File: src/rtl/divider_meter.sv
// rtl/divider_meter.sv - measures sig_in half-periods and reports the matching divider load N
// Define DIVIDER_METER_CONTINUOUS_EN to re-arm after each result instead of returning to idle.
module divider_meter #(
    parameter int WIDTH       = 24,
    parameter int SYNC_STAGES = 2
) (
    input  logic             clk_in,
    input  logic             rst_n,
    input  logic             sig_in,
    input  logic             start,
    output logic             busy,
    output logic             valid,
    output logic [WIDTH-1:0] load_out,
    output logic             mismatch,
    output logic             overflow
);
    typedef enum logic [1:0] {
        S_IDLE,
        S_ARM,
        S_HIGH,
        S_LOW
    } state_t;

    localparam logic [WIDTH:0]   LIMIT   = {1'b1, {WIDTH{1'b0}}};
    localparam logic [WIDTH:0]   ONE     = {{WIDTH{1'b0}}, 1'b1};
    localparam logic [WIDTH-1:0] ONE_OUT = {{(WIDTH-1){1'b0}}, 1'b1};

    state_t                 state_q;
    logic [SYNC_STAGES-1:0] sync_q;
    logic                   prev_q;
    logic [WIDTH:0]         cnt_q;
    logic [WIDTH:0]         cnt_d;
    logic [WIDTH:0]         hi_q;
    logic                   busy_q;
    logic                   valid_q;
    logic [WIDTH-1:0]       load_q;
    logic                   mismatch_q;
    logic                   overflow_q;
    logic                   sync_lvl;
    logic                   rise;
    logic                   fall;
    logic                   edge_p;

    assign sync_lvl = sync_q[SYNC_STAGES-1];
    assign rise     = sync_lvl & ~prev_q;
    assign fall     = ~sync_lvl & prev_q;
    assign edge_p   = rise | fall;

    always_ff @(posedge clk_in or negedge rst_n) begin
        if (!rst_n) begin
            sync_q <= '0;
            prev_q <= 1'b0;
        end else begin
            sync_q <= {sync_q[SYNC_STAGES-2:0], sig_in};
            prev_q <= sync_lvl;
        end
    end

    // The count seen alongside an edge pulse is exactly the spacing to the previous edge.
    always_comb begin
        cnt_d = cnt_q + ONE;
        if (state_q == S_IDLE) begin
            cnt_d = '0;
        end else if (edge_p) begin
            cnt_d = ONE;
        end
    end

    always_ff @(posedge clk_in or negedge rst_n) begin
        if (!rst_n) begin
            state_q    <= S_IDLE;
            cnt_q      <= '0;
            hi_q       <= '0;
            busy_q     <= 1'b0;
            valid_q    <= 1'b0;
            load_q     <= '0;
            mismatch_q <= 1'b0;
            overflow_q <= 1'b0;
        end else begin
            cnt_q   <= cnt_d;
            valid_q <= 1'b0;
            case (state_q)
                S_IDLE: begin
                    if (start) begin
                        busy_q  <= 1'b1;
                        state_q <= S_ARM;
                    end
                end
                S_ARM: begin
                    if (rise) begin
                        state_q <= S_HIGH;
                    end
                end
                S_HIGH: begin
                    if (fall) begin
                        hi_q    <= cnt_q;
                        state_q <= S_LOW;
                    end else if (cnt_q == LIMIT) begin
                        load_q     <= '1;
                        overflow_q <= 1'b1;
                        mismatch_q <= 1'b0;
                        valid_q    <= 1'b1;
                        busy_q     <= 1'b0;
                        state_q    <= S_IDLE;
                    end
                end
                S_LOW: begin
                    if (rise) begin
                        // hi_q == 2^WIDTH has zero low bits, so the subtraction wraps to all ones.
                        load_q     <= hi_q[WIDTH-1:0] - ONE_OUT;
                        mismatch_q <= (hi_q != cnt_q);
                        overflow_q <= 1'b0;
                        valid_q    <= 1'b1;
`ifdef DIVIDER_METER_CONTINUOUS_EN
                        state_q    <= S_HIGH;
`else
                        busy_q     <= 1'b0;
                        state_q    <= S_IDLE;
`endif
                    end else if (cnt_q == LIMIT) begin
                        load_q     <= '1;
                        overflow_q <= 1'b1;
                        mismatch_q <= 1'b0;
                        valid_q    <= 1'b1;
                        busy_q     <= 1'b0;
                        state_q    <= S_IDLE;
                    end
                end
                default: state_q <= S_IDLE;
            endcase
        end
    end

    assign busy     = busy_q;
    assign valid    = valid_q;
    assign load_out = load_q;
    assign mismatch = mismatch_q;
    assign overflow = overflow_q;
endmodule

File: config.mk
export PLATFORM = sky130hd
export DESIGN_NAME = divider_meter
export DESIGN_NICKNAME = d
export VERILOG_FILES = /design/src/rtl/divider_meter.sv
export SDC_FILE = /design/constraint.sdc
export NUM_CORES = 1
export LEC_CHECK = 0
export ABC_AREA = 0
export CORE_MARGIN = 5
export CORE_UTILIZATION = 35
export DETAILED_ROUTE_END_ITERATION = 10
export GPL_TIMING_DRIVEN = 0
export MAX_ROUTING_LAYER = met4
export PLACE_DENSITY = 0.59
export SYNTH_ARGS = -nofsm -noshare
export SYNTH_HDL_FRONTEND = slang
export SYNTH_SLANG_ARGS = --single-unit
File: constraint.sdc
create_clock -name clk_in -period 4.13 [get_ports clk_in]
set_clock_uncertainty 0.1 [all_clocks]
set_input_delay 0.826 -clock clk_in [delete_from_list [all_inputs] [get_ports clk_in]]
set_output_delay 0.826 -clock clk_in [all_outputs]
set_load 0.02 [all_outputs]
Yosys cells after proc, flatten, opt, wreduce, memory -nomap -nowiden
Index checks and enable logic that the tools add are counted.
{ "classes": {"n_addsub": 2, "n_eq_ne": 8, "n_reduce_logical": 7, "muxes": 29, "n_bitwise": 5} }
{ "op_table": {"columns": ["op", "count"], "rows": [
  ["24-bit two-way mux", 3],
  ["25-bit two-way mux", 2],
  ["24-bit case mux with 2 select lines", 1],
  ["25-bit by 1-bit adder with 25-bit output (second input constant)", 1],
  ["25-bit == test (second input constant)", 1],
  ["25-bit != test", 1],
  ["24-bit by 1-bit subtractor with 24-bit output (second input constant)", 1],
  ["1-bit two-way mux", 13],
  ["2-bit two-way mux", 5],
  ["2-bit case mux with 4 select lines", 1],
  ["2-bit != test (second input constant)", 3],
  ["1-bit case mux with 2 select lines", 3],
  ["2-bit AND reduction", 3],
  ["2-bit == test (second input constant)", 2],
  ["1-bit case mux with 3 select lines", 1],
  ["3-bit AND reduction", 1],
  ["3-bit nonzero test", 1],
  ["1-bit bitwise AND", 2],
  ["2-bit by 1-bit == test with 1-bit output (second input constant)", 1],
  ["2-bit logical NOT", 1],
  ["1-bit inverter", 2],
  ["2-bit nonzero test", 1],
  ["1-bit OR", 1]
]} }
{ "totals": {"inputBits": 4, "reg_bits": 83, "output_inout_bits": 28, "wordCells": 61} }

Depth between registers and ports, before layout
{ "logic_depth": {"depth_word": 5, "mapped_depth": 7, "mapped_depth_nobuf": 6} }

Worst setup path after synthesis
Ideal clock, no wire load.
{ "synth_timing": {"kind": "register -> register", "start": "register hi_q[14]", "end": "register load_q[22], in the netlist load_out[22]", "stages_incl_launch_ff": 6, "required_ns": 3.904, "setup_ns": 0.126, "setup_slack_ns": 1.980, "synth_period_minus_slack_ns": 2.150, "n_path_buf": 1, "t_arrival_ns": 1.924, "cell_sequence": "dfrtp_1 > buf_6 > or4_4 > or4_4 > o31a_1 > o32a_1"} }
{ "synth_via": {"elab_chain_len": 3} }
{ "synth_lines": {"columns": ["element", "line_no", "rtl"], "rows": [
  ["from (decl)", "33", "logic [WIDTH:0] hi_q;"],
  ["from (signal assigned)", "96", "hi_q <= cnt_q;"],
  ["24-bit by 1-bit subtractor with 24-bit output", "110", "load_q <= hi_q[WIDTH-1:0] - ONE_OUT;"],
  ["24-bit two-way mux", "108", "if (rise) begin"],
  ["24-bit case mux with 2 select lines", "82", "case (state_q)"],
  ["to (signal assigned)", "110", null],
  ["to (decl)", "36", "logic [WIDTH-1:0] load_q;"]
]} }
Every way passes these cells.
A chain may end at the register's enable or synchronous reset.

Worst setup path after layout
{ "layout_timing": {"start": "register prev_q", "end": "register load_q[1], in the netlist load_out[1]"} }
{ "layout_via": {"elab_chain_len": 4, "elab_cells_between_ends": 7, "cone_classes": "eq/ne (1); mux (2); bitwise (3); reduce/logical (1)"} }
{ "layout_lines": {"columns": ["element", "line_no", "rtl"], "rows": [
  ["from (decl)", "30", "logic prev_q;"],
  ["from (signal assigned)", "55", "prev_q <= sync_lvl;"],
  ["1-bit inverter", "45", "assign rise = sync_lvl & ~prev_q;"],
  ["1-bit bitwise AND", "45", null],
  ["24-bit two-way mux", "108", null],
  ["24-bit case mux with 2 select lines", "82", null]
]} }
Several ways; a longest one is shown, not always the timed one.

==> results.json <==
{
  "status": "complete, no violations",
  "maxCapViolCount": 0,
  "die_h_um": 121,
  "rr_worst_depth": 7,
  "final_cell_mix": "dfrtp_1, xor2_1, clkdlybuf4s50_1",
  "ios": 32,
  "grt_pass1_vias": 3297,
  "p_seq_frac": 0.348,
  "dp_hpwl_um": 7510,
  "dp_slack_ns": 1.55,
  "drc": 0,
  "layout-drive-gt1-share": 0.125,
  "final.period_utilization": 0.637,
  "synth.area.top_cells": "dfrtp_1, xor2_1, mux2_2, nor4_1, xnor2_1",
  "slew_headroom": 0.133,
  "synth-xor-area-share": 0.0974,
  "setup-tns-final_ns": 0,
  "r2r_end": "load_out[1]",
  "rrSetupSlack_ns": 1.50,
  "n_fill_cell": 1171,
  "switching_share": 0.346,
  "netlist.top_cell.by_area": "dfrtp_1",
  "via_count": 3298,
  "h-tree-depth": 3,
  "post_cts_buffers": 0,
  "ys_ff_latch": 83,
  "ant_nets": 0,
  "dr.pass1.iters": 4,
  "clockPowerShare": 0.265,
  "track_usage": 0.157,
  "cts_buffers": 9,
  "vias_per_cell": 5.23,
  "synth_area_sq_um": 4310,
  "syn_avg_cell_area_sq_um": 10.4,
  "slew_viol_final": 0,
  "yosysTopAreaCellShare": 0.481,
  "crit_type": "reg2reg",
  "start_kind": "register",
  "diodes": 0,
  "power.switching_uw": 1090,
  "syn_nets": 424,
  "grt_max_degree": 69,
  "worst_slack_ns": 1.50,
  "syn_to_final_growth_pct": 19.8,
  "hold_path.class": "in2async",
  "arrival_ns": 2.80,
  "postLayoutCellArea_sq_um": 5170,
  "crit_path_end_kind": "register",
  "finalHoldViolCount": 0,
  "vdd.ir_drop.worst_mv": 0.224,
  "cts-root-buf": "clkbuf_16",
  "synth-edff-count": 0,
  "ctsHoldBuffers": 0,
  "ys_types": 54,
  "dieArea_sq_um": 14600,
  "avgRoutedWirePerCell_um": 16.5,
  "ctsResizeCount": 0,
  "fin_crit_ns": 2.63,
  "netlist_instances": 415,
  "cts_tree": "done",
  "muxShareOfSynthArea": 0.0470,
  "tightestPinTransition_ns": 1.29,
  "yosysWarnings": 0,
  "async_flop_share": 1.00,
  "drt-initial-drc-count": 268,
  "core_area_sq_um": 12100,
  "cts_buffer_depth": 2,
  "wl_um": 10400,
  "holdWs_ns": 0.239,
  "finalSetupViolCount": 0,
  "powerDensity_nw_per_um2": 607,
  "max_freq_mhz": 380,
  "layout.nets": 467,
  "clock_latency_ns": 0.34,
  "synth_ff_type": "dfrtp_1",
  "rows": 40,
  "r2r_start": "prev_q",
  "final_common_cell": "dfrtp_1",
  "grt_antenna_before_repair": 0,
  "p_int_uw": 2050,
  "synth_adder_area_share": 0.0145,
  "io_buffers": 31,
  "synth_top_family_by_area": "simple AND/OR/NAND/NOR gates",
  "yosysSeqAreaShare": 0.481,
  "rsz0062_at_grt": "false",
  "die_x_um": 121,
  "cp_max_fo": 10,
  "p_comb_frac": 0.387,
  "place_congestion": 0.818,
  "p_leak_uw": 0.00231,
  "overflow": 0,
  "required_ns": 4.30,
  "grt_pass1_wl_um": 17500,
  "place_area_sq_um": 4860,
  "synthSimpleGateAreaFrac": 0.177,
  "synth_compound_area_frac": 0.134,
  "clkTransAtPathRegs_ns": 0.06,
  "clock-sinks": 83,
  "start_util": 0.358
}
cells by family (layout without fill, tap and decap cells):
kind of cell,count (synthesis),in the layout
AND/OR/NAND/NOR,135,135
adder cells (fa/ha/maj),5,5
flip-flops,83,83
XOR/XNOR,48,48
buffers and inverters,48,96
multiplexers,18,18
AO/OA/AOI/OAI,78,78
worst max-delay path: stages (launching register included):
cell and delay (ns):
dfrtp_1 0.38, inv_1 0.06, ha_1 0.21, inv_1 0.07
nor3_1 1.01, a21o_1 0.26, buf_2 0.28, a2bb2oi_1 0.17
routing by layer:
layer,share of wire,routed length (um),global-route usage,vias to the layer above
li1,-,-,-,1616
met4,0.017,177,0.0574,0
met3,0.036,373,0.0247,14
met5,0,0,-,-
met1,0.46,4800,0.204,1613
met2,0.49,5070,0.248,55
how the worst max path moves through the flow:
stage / start / to
after floorplan: hi_q[14] / load_out[22]
after global placement: rst_n / cnt_q[11]
after detailed placement: prev_q / load_out[1]
after CTS: prev_q / load_out[10]
after global routing: prev_q / load_out[11]
final: prev_q / load_out[1]
synthesized netlist by cell type, drive strengths merged (2+ instances only):
master / n
dfrtp: 83
xor2: 34
nand2: 24
nor2: 21
nor4: 21
clkbuf: 18
mux2: 18
buf: 15
inv: 14
nand4: 14
o21ai: 14
xnor2: 14
a21oi: 13
a2bb2oi: 13
nand3: 11
nor3: 11
o32a: 10
o31a: 8
or3: 8
or4: 8
ha: 5
o31ai: 4
a31oi: 3
and4: 3
nor2b: 3
o311ai: 3
nand4b: 2
nor4b: 2
o21a: 2
or2: 2
cell type report:
type	instances	area, sq um	area share
plain buffers	33	151	0.0293
clock buffers	15	278	0.0538
clock inverters	1	30.0	0.00581
inverters	15	56.3	0.0109
multi-input cells	284	2030	0.393
flip-flops and latches	83	2080	0.402
well taps	168	210	0.0407
repair buffers	32	335	0.0649
registers in the layout (all words and copies together), names as in the netlist:
signal,count
valid,1
load_out,24
hi_q,25
sync_q,2
cnt_q,25
mismatch,1
busy,1
state_q,2
prev_q,1
overflow,1
through the flow:
step | cells | total power (uW) | util
floorplan | 415 | 1870 | -
finish | 631 | 3140 | 0.428
global placement | 614 | 2310 | 0.401
CTS | 631 | 3170 | 0.428
global route | 631 | 3330 | 0.428
detailed placement | 615 | 2320 | 0.403
power by group through the flow:
stage | combinational (uW) | sequential [uW] | clock, uW
global route | 1330 | 1120 | 888
detailed placement | 1220 | 1110 | 0
floorplan | 631 | 1240 | 0
CTS | 1220 | 1090 | 851
global placement | 1200 | 1100 | 0
finish | 1210 | 1090 | 832
(Power assumes the default switching activity.)
